$ cat config.mk
export PLATFORM = sky130hd
export DESIGN_NAME = fpnew_opgroup_ordered_arbiter
export DESIGN_NICKNAME = d
export VERILOG_FILES = /design/src/rtl/fpnew_opgroup_ordered_arbiter.sv
export SDC_FILE = /design/constraint.sdc
export NUM_CORES = 1
export LEC_CHECK = 0
export CORE_MARGIN = 4
export CORE_UTILIZATION = 36
export CTS_CLUSTER_DIAMETER = 150
export DETAILED_ROUTE_END_ITERATION = 7
export GPL_ROUTABILITY_DRIVEN = 0
export PLACE_DENSITY = 0.87
export SYNTH_ARGS = -nofsm -noshare
export SYNTH_HDL_FRONTEND = slang
export SYNTH_SLANG_ARGS = --single-unit
$ cat constraint.sdc
create_clock -name clk_i -period 5.38 [get_ports clk_i]
set_clock_uncertainty 0.05 [all_clocks]
set_input_delay 1.345 -clock clk_i [delete_from_list [all_inputs] [get_ports clk_i]]
set_output_delay 1.345 -clock clk_i [all_outputs]
set_load 0.005 [all_outputs]
$ cat src/rtl/fpnew_opgroup_ordered_arbiter.sv
// Merges NumSlices slice results onto one valid/ready port, either in issue order (order queue)
// or round-robin with a grant lock; combinational data path, registered in-flight tracking.
module fpnew_opgroup_ordered_arbiter #(
  parameter int unsigned NumSlices = 5,
  parameter int unsigned DataWidth = 38,
  parameter int unsigned Depth     = 8,
  parameter bit          InOrder   = 1'b1,
  parameter int unsigned IdxW      = $clog2(NumSlices),
  parameter int unsigned CntW      = $clog2(Depth + 1)
) (
  input  logic                           clk_i,
  input  logic                           rst_i,
  input  logic                           flush_i,
  input  logic                           issue_valid_i,
  input  logic [IdxW-1:0]                issue_sel_i,
  output logic                           issue_ready_o,
  input  logic [NumSlices-1:0]           slice_valid_i,
  input  logic [NumSlices*DataWidth-1:0] slice_data_i,
  output logic [NumSlices-1:0]           slice_ready_o,
  output logic                           out_valid_o,
  input  logic                           out_ready_i,
  output logic [DataWidth-1:0]           out_data_o,
  output logic [IdxW-1:0]                out_sel_o,
  output logic [CntW-1:0]                inflight_o,
  output logic                           busy_o,
  output logic                           error_o
);

  localparam int unsigned PtrW = $clog2(Depth);

  logic [IdxW-1:0] queue_q [Depth];
  logic [IdxW-1:0] queue_d [Depth];
  logic [PtrW-1:0] wr_ptr_q, wr_ptr_d;
  logic [PtrW-1:0] rd_ptr_q, rd_ptr_d;
  logic [CntW-1:0] count_q, count_d;
  logic [IdxW-1:0] rr_ptr_q, rr_ptr_d;
  logic [IdxW-1:0] lock_idx_q, lock_idx_d;
  logic            lock_q, lock_d;
  logic            err_q, err_d;

  logic            clr;
  logic            empty;
  logic            full;
  logic            issue_hs;
  logic            sel_legal;
  logic            push;
  logic            pop;
  logic [IdxW-1:0] head;
  logic [IdxW-1:0] rr_grant;
  logic            rr_found;
  logic [IdxW-1:0] sel;
  logic            sel_valid;
  logic [DataWidth-1:0] sel_data;

  assign clr       = rst_i | flush_i;
  assign empty     = (count_q == '0);
  assign full      = (count_q == CntW'(Depth));
  assign head      = queue_q[rd_ptr_q];
  assign sel_legal = (32'(issue_sel_i) < NumSlices);

  assign issue_ready_o = !clr && !full;
  assign issue_hs      = issue_valid_i && issue_ready_o;
  assign push          = issue_hs && sel_legal;

  // Round-robin search from rr_ptr; a locked grant overrides it until its handshake.
  always_comb begin
    rr_found = 1'b0;
    rr_grant = rr_ptr_q;
    for (int i = 0; i < int'(NumSlices); i++) begin
      int idx;
      idx = (int'(rr_ptr_q) + i) % int'(NumSlices);
      if (!rr_found && slice_valid_i[idx]) begin
        rr_found = 1'b1;
        rr_grant = IdxW'(idx);
      end
    end
    if (lock_q) begin
      rr_grant = lock_idx_q;
    end
  end

  assign sel = InOrder ? head : rr_grant;

  always_comb begin
    sel_valid = 1'b0;
    sel_data  = '0;
    for (int k = 0; k < int'(NumSlices); k++) begin
      if (sel == IdxW'(k)) begin
        sel_valid = slice_valid_i[k];
        sel_data  = slice_data_i[k*DataWidth +: DataWidth];
      end
    end
  end

  // The empty check doubles as the count != 0 qualification in round-robin mode.
  assign out_valid_o = !clr && !empty && sel_valid;
  assign out_data_o  = sel_data;
  assign out_sel_o   = (InOrder && empty) ? '0 : sel;
  assign pop         = out_valid_o && out_ready_i;

  always_comb begin
    slice_ready_o = '0;
    for (int k = 0; k < int'(NumSlices); k++) begin
      if (sel == IdxW'(k)) begin
        slice_ready_o[k] = InOrder ? (!clr && !empty && out_ready_i) : pop;
      end
    end
  end

  always_comb begin
    queue_d = queue_q;
    if (push) begin
      queue_d[wr_ptr_q] = issue_sel_i;
    end
    wr_ptr_d = wr_ptr_q + PtrW'(push);
    rd_ptr_d = rd_ptr_q + PtrW'(pop);
    count_d  = count_q + CntW'(push) - CntW'(pop);

    rr_ptr_d = rr_ptr_q;
    if (pop) begin
      rr_ptr_d = IdxW'((int'(sel) + 1) % int'(NumSlices));
    end

    lock_d     = lock_q;
    lock_idx_d = lock_idx_q;
    if (out_valid_o && !out_ready_i) begin
      lock_d     = 1'b1;
      lock_idx_d = sel;
    end else if (pop) begin
      lock_d = 1'b0;
    end

    err_d = issue_hs && !sel_legal;
  end

  always_ff @(posedge clk_i) begin
    if (rst_i || flush_i) begin
      wr_ptr_q   <= '0;
      rd_ptr_q   <= '0;
      count_q    <= '0;
      rr_ptr_q   <= '0;
      lock_q     <= 1'b0;
      lock_idx_q <= '0;
      err_q      <= 1'b0;
    end else begin
      wr_ptr_q   <= wr_ptr_d;
      rd_ptr_q   <= rd_ptr_d;
      count_q    <= count_d;
      rr_ptr_q   <= rr_ptr_d;
      lock_q     <= lock_d;
      lock_idx_q <= lock_idx_d;
      err_q      <= err_d;
    end
  end

  // Queue storage needs no reset: entries are only read behind valid pointers.
  always_ff @(posedge clk_i) begin
    queue_q <= queue_d;
  end

  assign inflight_o = count_q;
  assign busy_o     = (count_q != '0);
  assign error_o    = err_q;

endmodule
After elaboration in Yosys (flattened, before gate mapping)
Index checks and enable logic that the tools add are counted.
{"block": "word_totals", "elab_cells": 67, "register_bits": 35, "inputBits": 203, "mem_bits_ro": 0, "ram_bits": 0, "out_inout_bits": 54, "n_memories": 0, "latch_bits": 0}
{"block": "classes", "n_eq_ne": 5, "shift": 0, "n_div": 0, "n_mul": 0, "n_lt_le_gt_ge": 4, "muxes": 22, "bitwise_logic": 3, "addsub": 4, "n_reduce_logical": 17}
{"operator": "38-bit two-way mux", "n": 5}
{"operator": "24-bit bitwise mux", "n": 1}
{"operator": "3-bit two-way mux", "n": 4}
{"operator": "1-bit two-way mux", "n": 10}
{"operator": "3-bit binary-select mux with 3-bit select", "n": 1}
{"operator": "3-bit demux with 3-bit select", "n": 1}
{"operator": "1-bit logical AND", "n": 9}
{"operator": "4-bit >= comparator (second input constant)", "n": 2}
{"operator": "3-bit NOT with 4-bit output", "n": 2}
{"operator": "3-bit by 1-bit adder with 3-bit output", "n": 2}
{"operator": "3-bit by 2-bit == test with 1-bit output (second input constant)", "n": 2}
{"operator": "4-bit by 1-bit adder with 4-bit output", "n": 1}
{"operator": "4-bit == test (second input constant)", "n": 1}
{"operator": "1-bit zero test", "n": 4}
{"operator": "4-bit zero test", "n": 1}
{"operator": "4-bit by 1-bit < comparator with 1-bit output (second input constant)", "n": 1}
{"operator": "4-bit nonzero test", "n": 1}
{"operator": "4-bit by 1-bit subtractor with 4-bit output", "n": 1}
{"operator": "3-bit by 1-bit == test with 1-bit output (second input constant)", "n": 1}
{"operator": "3-bit == test (second input constant)", "n": 1}
{"operator": "3-bit zero test", "n": 1}
{"operator": "3-bit < comparator (second input constant)", "n": 1}
{"operator": "1-bit logical OR", "n": 1}
{"operator": "1-bit bitwise OR", "n": 1}

Longest topological paths before layout
Gate-level depths: netlist of run 1.
{"block": "depth", "depth_word": 13, "ltp_mapped": 14, "ltp_nobuf": 13}

Worst setup path before layout of run 1
Ideal clock, no wire load.
{"block": "synth_timing", "path_type": "input to output", "from": "input port flush_i", "to": "output port slice_ready_o[0]", "setup_slack_ns": 1.666, "required_time_ns": 3.985, "path_stages": 5, "arrival_time_ns": 2.319, "n_path_buf": 1, "path_cell_list": "or2_2 > clkbuf_1 > nor2_1 > nand3_2 > nor3b_1"}
{"block": "synth_between", "elab_chain_cells": 5}
{"item": "from (decl)", "line_no": "13", "rtl": "input logic flush_i,"}
{"item": "1-bit bitwise OR", "line_no": "55", "rtl": "assign clr = rst_i | flush_i;"}
{"item": "1-bit zero test", "line_no": "105", "rtl": "slice_ready_o[k] = InOrder ? (!clr && !empty && out_ready_i) : pop;"}
{"item": "1-bit logical AND (2 in series)", "line_no": "105"}
{"item": "1-bit two-way mux", "line_no": "104", "rtl": "if (sel == IdxW'(k)) begin"}
{"item": "to (decl)", "line_no": "19", "rtl": "output logic [NumSlices-1:0] slice_ready_o,"}
No other way between the ends.

Final worst setup path of run 1
{"block": "layout_timing", "from": "register rd_ptr_q[0]", "to": "output port out_data_o[2]"}
{"block": "layout_between", "elab_chain_cells": 10, "elab_cells_between_ends": 14, "classes_between": "eq/ne (4); mux (8); bitwise (1); reduce/logical (1)"}
{"item": "from (decl)", "line_no": "34", "rtl": "logic [PtrW-1:0] rd_ptr_q, rd_ptr_d;"}
{"item": "from (signal assigned)", "line_no": "147", "rtl": "rd_ptr_q <= rd_ptr_d;"}
{"item": "3-bit NOT with 4-bit output (implied by the code) (*)", "line_no": "58", "rtl": "assign head = queue_q[rd_ptr_q];"}
{"item": "3-bit binary-select mux with 3-bit select (*)", "line_no": "58"}
{"item": "3-bit two-way mux (implied by the code) (*) (2 in series)", "line_no": "58"}
{"item": "3-bit zero test", "line_no": "88", "rtl": "if (sel == IdxW'(k)) begin"}
{"item": "38-bit two-way mux (4 in series)", "line_no": "88"}
{"item": "38-bit two-way mux (*)", "line_no": "88"}
{"item": "to (decl)", "line_no": "22", "rtl": "output logic [DataWidth-1:0] out_data_o,"}
Every way passes the cells marked *; elsewhere a longest branch is shown, timed or not. The select of a mux whose other input is x is not followed.

==> flow_metrics.env, run 1 <==
export IMPL_crit_arrival_ns=3.43
export IMPL_synth_area_sq_um=3140
export IMPL_synth_edf_count=24
export IMPL_grt_overflow_total=0
export IMPL_first_global_vias=3733
export IMPL_grt_usage=0.267
export IMPL_grt_setup_unrepaired="false"
export IMPL_dr_pass1_iters=4
export IMPL_port_buffers=256
export IMPL_vias=3589
export IMPL_final_nets=770
export IMPL_start_util=0.376
export IMPL_ir_drop_mv=0.142
export IMPL_synthFlopType="edfxtp_1"
export IMPL_cts_buffers=5
export IMPL_dpl_hpwl_mm=12.1
export IMPL_io_pin_count=257
export IMPL_max_freq_mhz=207
export IMPL_startpoint_type="flip-flop"
export IMPL_r2r_cells=13
export IMPL_cts_path_max_buffers=2
export IMPL_avgSynthCellArea_sq_um=9.99
export IMPL_netlist_top_cells_count="mux2i_1, nand3_1, edfxtp_1, a22oi_1, o211ai_1"
export IMPL_ctsResizeCount=0
export IMPL_hold_viol=0
export IMPL_clock_latency_ns=0.28
export IMPL_synth_top_area_share=0.230
export IMPL_cp_endpoint="out_data_o[2]"
export IMPL_maxCapViolations=0
export IMPL_postCtsHoldBufs=0
export IMPL_routed_wl_mm=14.5
export IMPL_postRouteAntennaNets=0
export IMPL_synth_area_leaders="edfxtp_1, mux2i_1, dfxtp_1"
export IMPL_post_cts_buffers=0
export IMPL_cp_max_fo=27
export IMPL_finalSetupViolCount=0
export IMPL_leakage_nw=2.10
export IMPL_post_route_min_period_ns=4.82
export IMPL_die_h_um=101
export IMPL_num_antenna_cells=0
export IMPL_detail_route_wl_per_cell_um=22.0
export IMPL_critPathCaptureType="output port"
export IMPL_grt_pass1_wl_mm=20.9
export IMPL_ys_seq_area_frac=0.300
export IMPL_drc_errors=0
export IMPL_synth_seq_cells=35
export IMPL_cts_clk_slew_worst_paths_ns=0.07
export IMPL_die_area_sq_um=10300
export IMPL_setup_tns_ns=0
export IMPL_num_rows=33
export IMPL_min_path_type="reg -> reg"
export IMPL_yosys_cell_count_top_type="mux2i_1"
export IMPL_grt_max_degree=34
export IMPL_power_mw=0.730
export IMPL_tightest_slew_ns=0.644
export IMPL_syn_to_final_growth_pct=86.0
export IMPL_status="finished, final reports clean"
export IMPL_netlist_instances=314
export IMPL_critPathKind="reg -> out"
export IMPL_r2r_start="rd_ptr_q[1]"
export IMPL_worstReg2RegEnd="inflight_o[2]"
export IMPL_async_flop_share=0
export IMPL_yosysUniqueCellTypes=40
export IMPL_period_share=0.896
export IMPL_root_buffer="clkbuf_8"
export IMPL_cts_tree="done"
export IMPL_htreeDepth=2
export IMPL_viasPerCell=5.42
export IMPL_yosys_warnings=0
export IMPL_cp_startpoint="rd_ptr_q[0]"
export IMPL_drtIter0Drc=130
export IMPL_synth_top_area_cell="edfxtp_1"
export IMPL_drive_above_1_share=0.104
export IMPL_maxSlewViolCount=0
export IMPL_max_slew_margin=0.570
export IMPL_critPathRequiredTime_ns=3.98
export IMPL_antenna_found_initial=7
export IMPL_clock_sinks=35
export IMPL_syn_num_nets=528
export IMPL_coreArea_sq_um=8340
export IMPL_power_density_nw_per_um2=125
export IMPL_die_x_um=101
export IMPL_worst_r2r_setup_slack_ns=1.24
-- through the flow --
stage          area [sq um]  setup WS [ns]  hold slack, ns  instances  utilization
3_5_place_dp           5740          0.703           0.531        654        0.689
2_1_floorplan          3140           1.67           0.491        314            -
4_1_cts                5830          0.520           0.549        662        0.699
6_report               5830          0.560           0.557        662        0.699
5_1_grt                5830          0.273           0.595        662        0.699
3_3_place_gp           5740          0.774           0.530        654        0.689
-- worst max-delay path, cell delays in order (launching register included) --
cell             delay, ns
dfxtp_1               0.51
mux4_2                0.58
mux2i_4               0.42
buf_4                 0.46
nor2b_1               0.25
a221oi_1              0.36
a21oi_1               0.07
clkdlybuf4s50_1       0.49
-- how the worst min path moves through the flow --
stage,from,depth (start not counted),slack [ns],endpoint
detailed placement,wr_ptr_q[2],2,0.53,wr_ptr_q[2]
floorplan,wr_ptr_q[2],2,0.49,wr_ptr_q[2]
global route,wr_ptr_q[0],2,0.59,wr_ptr_q[0]
finish,wr_ptr_q[0],2,0.56,wr_ptr_q[0]
global placement,wr_ptr_q[0],2,0.53,wr_ptr_q[0]
CTS,wr_ptr_q[2],2,0.55,wr_ptr_q[2]
-- cell families (layout without fill, tap and decap cells) --
kind of cell,count (synthesis),after routing,synth area share
buf+inv,37,280,0.0579
compound gates,83,83,0.223
simple gates,87,87,0.141
flops,35,35,0.300
fa+ha+maj,11,11,0.0463
xor+xnor,4,4,0.0112
mux,57,57,0.221
-- cell usage in the layout, fill, tap and decap left out, drive strengths merged --
| cell | n |
|---|---|
| buf | 8 |
| mux2 | 17 |
| or2 | 1 |
| nor2 | 18 |
| mux2i | 34 |
| clkinvlp | 1 |
| nand4bb | 1 |
| clkinv | 2 |
| nor2b | 1 |
| clkbuf | 5 |
| inv | 8 |
| xor2 | 1 |
| clkdlybuf4s50 | 256 |
| a22oi | 30 |
| o21ai | 1 |
| nor3b | 3 |
| nand3 | 32 |
| ha | 10 |
| a21boi | 1 |
| a21o | 1 |
| o22a | 1 |
| and3b | 1 |
| dfxtp | 11 |
| and3 | 1 |
| edfxtp | 24 |
| a21oi | 11 |
| nand2b | 4 |
| a221oi | 8 |
| xnor2 | 3 |
| nor3 | 3 |
| and2 | 8 |
| mux4 | 6 |
| o211ai | 30 |
| nand2 | 14 |
| fa | 1 |
-- final cells by class --
class | count | area (sq um)
timing repair buffer | 264 | 2620
fill | 647 | 2510
clock buffer | 5 | 68.8
inverter | 8 | 30.0
multi-input combinational | 242 | 2020
clock inverter | 3 | 20.0
tap | 105 | 131
sequential | 35 | 941
-- sequential cells by signal, summed over array words and instances, names as in the netlist --
signal      count
queue_q        24
inflight_o      4
rd_ptr_q        3
wr_ptr_q        3
error_o         1
-- per-layer routing --
| metal | up-vias | GRT usage | wire length [um] |
|---|---|---|---|
| met2 | 194 | 0.437 | 6950 |
| met4 | 14 | 0.0757 | 351 |
| li1 | 1696 | - | - |
| met5 | - | 0 | 87 |
| met3 | 36 | 0.118 | 1790 |
| met1 | 1649 | 0.319 | 5360 |
-- power by group --
part,internal [mW],total (mW),switching (mW),leakage (nW)
logic,0.186,0.259,0.0732,1.75
clock network,0.0901,0.182,0.0918,0.0418
registers,0.288,0.289,0.000590,0.305
total,0.564,0.730,0.166,2.10
No activity file was read; power rests on OpenSTA's default activity.
==> inputs of run 2 (changes only) <==
--- a/config.mk
+++ b/config.mk
@@ -5,8 +5,9 @@
 export SDC_FILE = /design/constraint.sdc
 export NUM_CORES = 1
 export LEC_CHECK = 0
+export ABC_AREA = 1
 export CORE_MARGIN = 4
-export CORE_UTILIZATION = 36
+export CORE_UTILIZATION = 38
 export CTS_CLUSTER_DIAMETER = 150
 export DETAILED_ROUTE_END_ITERATION = 7
 export GPL_ROUTABILITY_DRIVEN = 0
==> run 2 against run 1 <==
  * Die area up 4.2%
  * Largest cell class unchanged
  * Flip-flop and latch count is the same
  * First-iteration DRC count up 73%
  * Critical path type unchanged
  * Power grew 5.8%
==> flow_metrics.env, run 2 <==
export IMPL_post_route_util=0.693
export IMPL_die_h_um=103
export IMPL_htreeDepth=2
export IMPL_worst_r2r_setup_slack_ns=1.78
export IMPL_hold_path_endpoint="wr_ptr_q[0]"
export IMPL_design_area_sq_um=6100
export IMPL_clock_sinks=35
export IMPL_num_rows=34
export IMPL_path_cells="inv_2, nand2_1, nand2_1, nand2_1, nand3_1, nand2_4, nand3_4, o22ai_1, nor2_1, nand3_1, clkdlybuf4s50_1"
export IMPL_postCtsHoldBufs=0
export IMPL_maxSlewViolCount=0
export IMPL_syn_num_nets=792
export IMPL_yosys_warnings=0
export IMPL_io_pin_count=257
export IMPL_root_buffer="clkbuf_8"
export IMPL_syn_to_final_growth_pct=76.3
export IMPL_final_nets=1032
export IMPL_grt_usage=0.261
export IMPL_hold_viol=0
export IMPL_critPathCaptureType="output port"
export IMPL_critPathRequiredTime_ns=3.98
export IMPL_port_buffers=256
export IMPL_r2r_start="rd_ptr_q[0]"
export IMPL_detail_route_wl_per_cell_um=16.6
export IMPL_vias=4641
export IMPL_finalSetupViolCount=0
export IMPL_place_inst=919
export IMPL_cts_tree="done"
export IMPL_startpoint_type="flip-flop"
export IMPL_first_global_vias=4363
export IMPL_max_slew_margin=0.604
export IMPL_clkPwrFrac=0.300
export IMPL_placed_cell_area_sq_um=5970
export IMPL_cp_max_fo=46
export IMPL_max_freq_mhz=211
export IMPL_leakage_nw=2.74
export IMPL_top_register="queue_q"
export IMPL_seqPwrFrac=0.374
export IMPL_post_cts_buffers=0
export IMPL_slowest_delay_ns=0.59
export IMPL_r2r_cells=18
export IMPL_hold_worst_slack_ns=0.626
export IMPL_hp_start="wr_ptr_q[0]"
export IMPL_synth_seq_cells=35
export IMPL_grt_max_degree=47
export IMPL_yosys_cell_count_top_type="nor2_1"
export IMPL_p_comb_frac=0.327
export IMPL_clock_latency_ns=0.29
export IMPL_drtIter0Drc=225
export IMPL_post_route_min_period_ns=4.75
export IMPL_path_buf_inv=2
export IMPL_grt_setup_unrepaired="false"
export IMPL_setup_tns_ns=0
export IMPL_min_path_type="reg -> reg"
export IMPL_path_delay_family="simple AND/OR/NAND/NOR gates"
export IMPL_grt_pass1_wl_mm=21.7
export IMPL_instances_no_fill=927
export IMPL_worstReg2RegEnd="inflight_o[3]"
export IMPL_final_common_cell="clkdlybuf4s50_1"
export IMPL_start_util=0.393
export IMPL_yosysUniqueCellTypes=28
export IMPL_period_share=0.883
export IMPL_cp_common_cell="nand2_1"
export IMPL_crit_slowest_cell="dfxtp_1"
export IMPL_tightest_slew_ns=0.594
export IMPL_maxCapViolations=0
export IMPL_worst_slack_ns=0.630
export IMPL_internal_power_mw=0.601
export IMPL_cp_depth=11
export IMPL_synth_area_leaders="edfxtp_1, nor2_1, nand2_1"
export IMPL_drc_errors=0
export IMPL_synth_top_area_share=0.208
export IMPL_worstHoldPathCells=3
export IMPL_critPathKind="reg -> out"
export IMPL_synth_area_sq_um=3460
export IMPL_netSwitchingFraction=0.221
export IMPL_cts_path_max_buffers=2
export IMPL_drive_above_1_share=0.0330
export IMPL_die_x_um=103
export IMPL_viasPerCell=5.01
export IMPL_routed_wl_mm=15.4
export IMPL_largest_reg_flops=24
export IMPL_synth_edf_count=24
export IMPL_cts_clk_slew_worst_paths_ns=0.07
export IMPL_ys_seq_area_frac=0.272
export IMPL_cts_buffers=5
export IMPL_async_flop_share=0
export IMPL_num_antenna_cells=0
export IMPL_place_ws_ns=0.586
export IMPL_final_cell_mix="clkdlybuf4s50_1, nor2_1, nand2_1, inv_1, nand3_1"
export IMPL_power_mw=0.772
export IMPL_ctsResizeCount=0
export IMPL_ir_drop_mv=0.190
export IMPL_status="finished, final reports clean"
export IMPL_antenna_found_initial=1
export IMPL_dpl_hpwl_mm=12.2
export IMPL_p_switching_mw=0.171
export IMPL_synthFlopType="edfxtp_1"
export IMPL_postRouteAntennaNets=0
export IMPL_die_area_sq_um=10700
export IMPL_avgSynthCellArea_sq_um=5.99
export IMPL_netlist_instances=578
export IMPL_power_density_nw_per_um2=127
export IMPL_dr_pass1_iters=5
export IMPL_crit_arrival_ns=3.35
export IMPL_netlist_top_cells_count="nor2_1, nand2_1, inv_1, nand3_1, nand4_1"
export IMPL_coreArea_sq_um=8810
export IMPL_synth_top_area_cell="edfxtp_1"
export IMPL_grt_overflow_total=0
[run 2: changes by cell type after synthesis, sizes merged, moves of 8 or more]
cell,before,now
clkbuf,11,1
nand4,0,40
nand2,14,126
inv,8,122
mux2i,34,0
a22oi,30,0
buf,18,26
and2,8,0
a221oi,8,0
mux2,17,0
nand3,32,59
o211ai,30,0
a21oi,11,2
nor2,18,142
[run 2: cells by family (layout without fill, tap and decap cells)]
family,after synthesis,after routing,share of synthesized area
and+or+nand+nor,375,375,0.476
buffers and inverters,149,390,0.195
DFF,35,35,0.272
adders and majority gates,11,11,0.0420
AOI/OAI and AO/OA,6,6,0.0101
xor gates and xnor gates,2,2,0.00506
[run 2: layout make-up]
type | count | area [sq um]
multi-input cells | 394 | 1860
inverters | 122 | 458
repair buffers | 260 | 2590
fillers | 712 | 2710
flip-flops and latches | 35 | 941
clock buffers | 5 | 68.8
well taps | 108 | 135
clock inverters | 3 | 43.8
[run 2: worst max path at each step]
stage | start | to | slack (ns)
floorplan | flush_i | slice_ready_o[3] | 1.89
global placement | rd_ptr_q[0] | out_data_o[2] | 0.68
detailed placement | rd_ptr_q[0] | out_data_o[2] | 0.59
CTS | rd_ptr_q[0] | out_data_o[2] | 0.28
global route | rd_ptr_q[0] | out_data_o[1] | 0.35
finish | rd_ptr_q[0] | out_data_o[2] | 0.63
[run 2: metal layers]
metal  global-route usage  share of wire  wire length [um]  up-vias
met5                    0        0.00085                13        -
met4                0.103          0.041               630        2
met3               0.0644          0.096              1470       46
met2                0.477           0.50              7670      243
met1                0.288           0.36              5560     2096
li1                     -              -                 -     2254
[run 2: tightest hold or removal path, stage by stage (launching register included)]
cell and delay (ns):
dfxtp_1 0.37, ha_1 0.15, inv_1 0.04, nor2_1 0.08
[run 2: power groups by stage]
stage / Sequential (mW) / Combinational [mW] / Clock, mW
detailed placement: 0.295 / 0.250 / 0
finish: 0.289 / 0.252 / 0.232
CTS: 0.289 / 0.252 / 0.234
global placement: 0.295 / 0.246 / 0
floorplan: 0.295 / 0.0554 / 0
global route: 0.288 / 0.269 / 0.248
==> inputs of run 3 (changes only) <==
--- a/config.mk
+++ b/config.mk
@@ -6,11 +6,13 @@
 export NUM_CORES = 1
 export LEC_CHECK = 0
 export ABC_AREA = 1
+export CAP_MARGIN = 10
 export CORE_MARGIN = 4
 export CORE_UTILIZATION = 38
 export CTS_CLUSTER_DIAMETER = 150
 export DETAILED_ROUTE_END_ITERATION = 7
 export GPL_ROUTABILITY_DRIVEN = 0
+export HOLD_SLACK_MARGIN = 0.08
 export PLACE_DENSITY = 0.87
 export SYNTH_ARGS = -nofsm -noshare
 export SYNTH_HDL_FRONTEND = slang
==> results of run 3 <==
The final DEF is identical to that of run 2; final timing and power are the same.
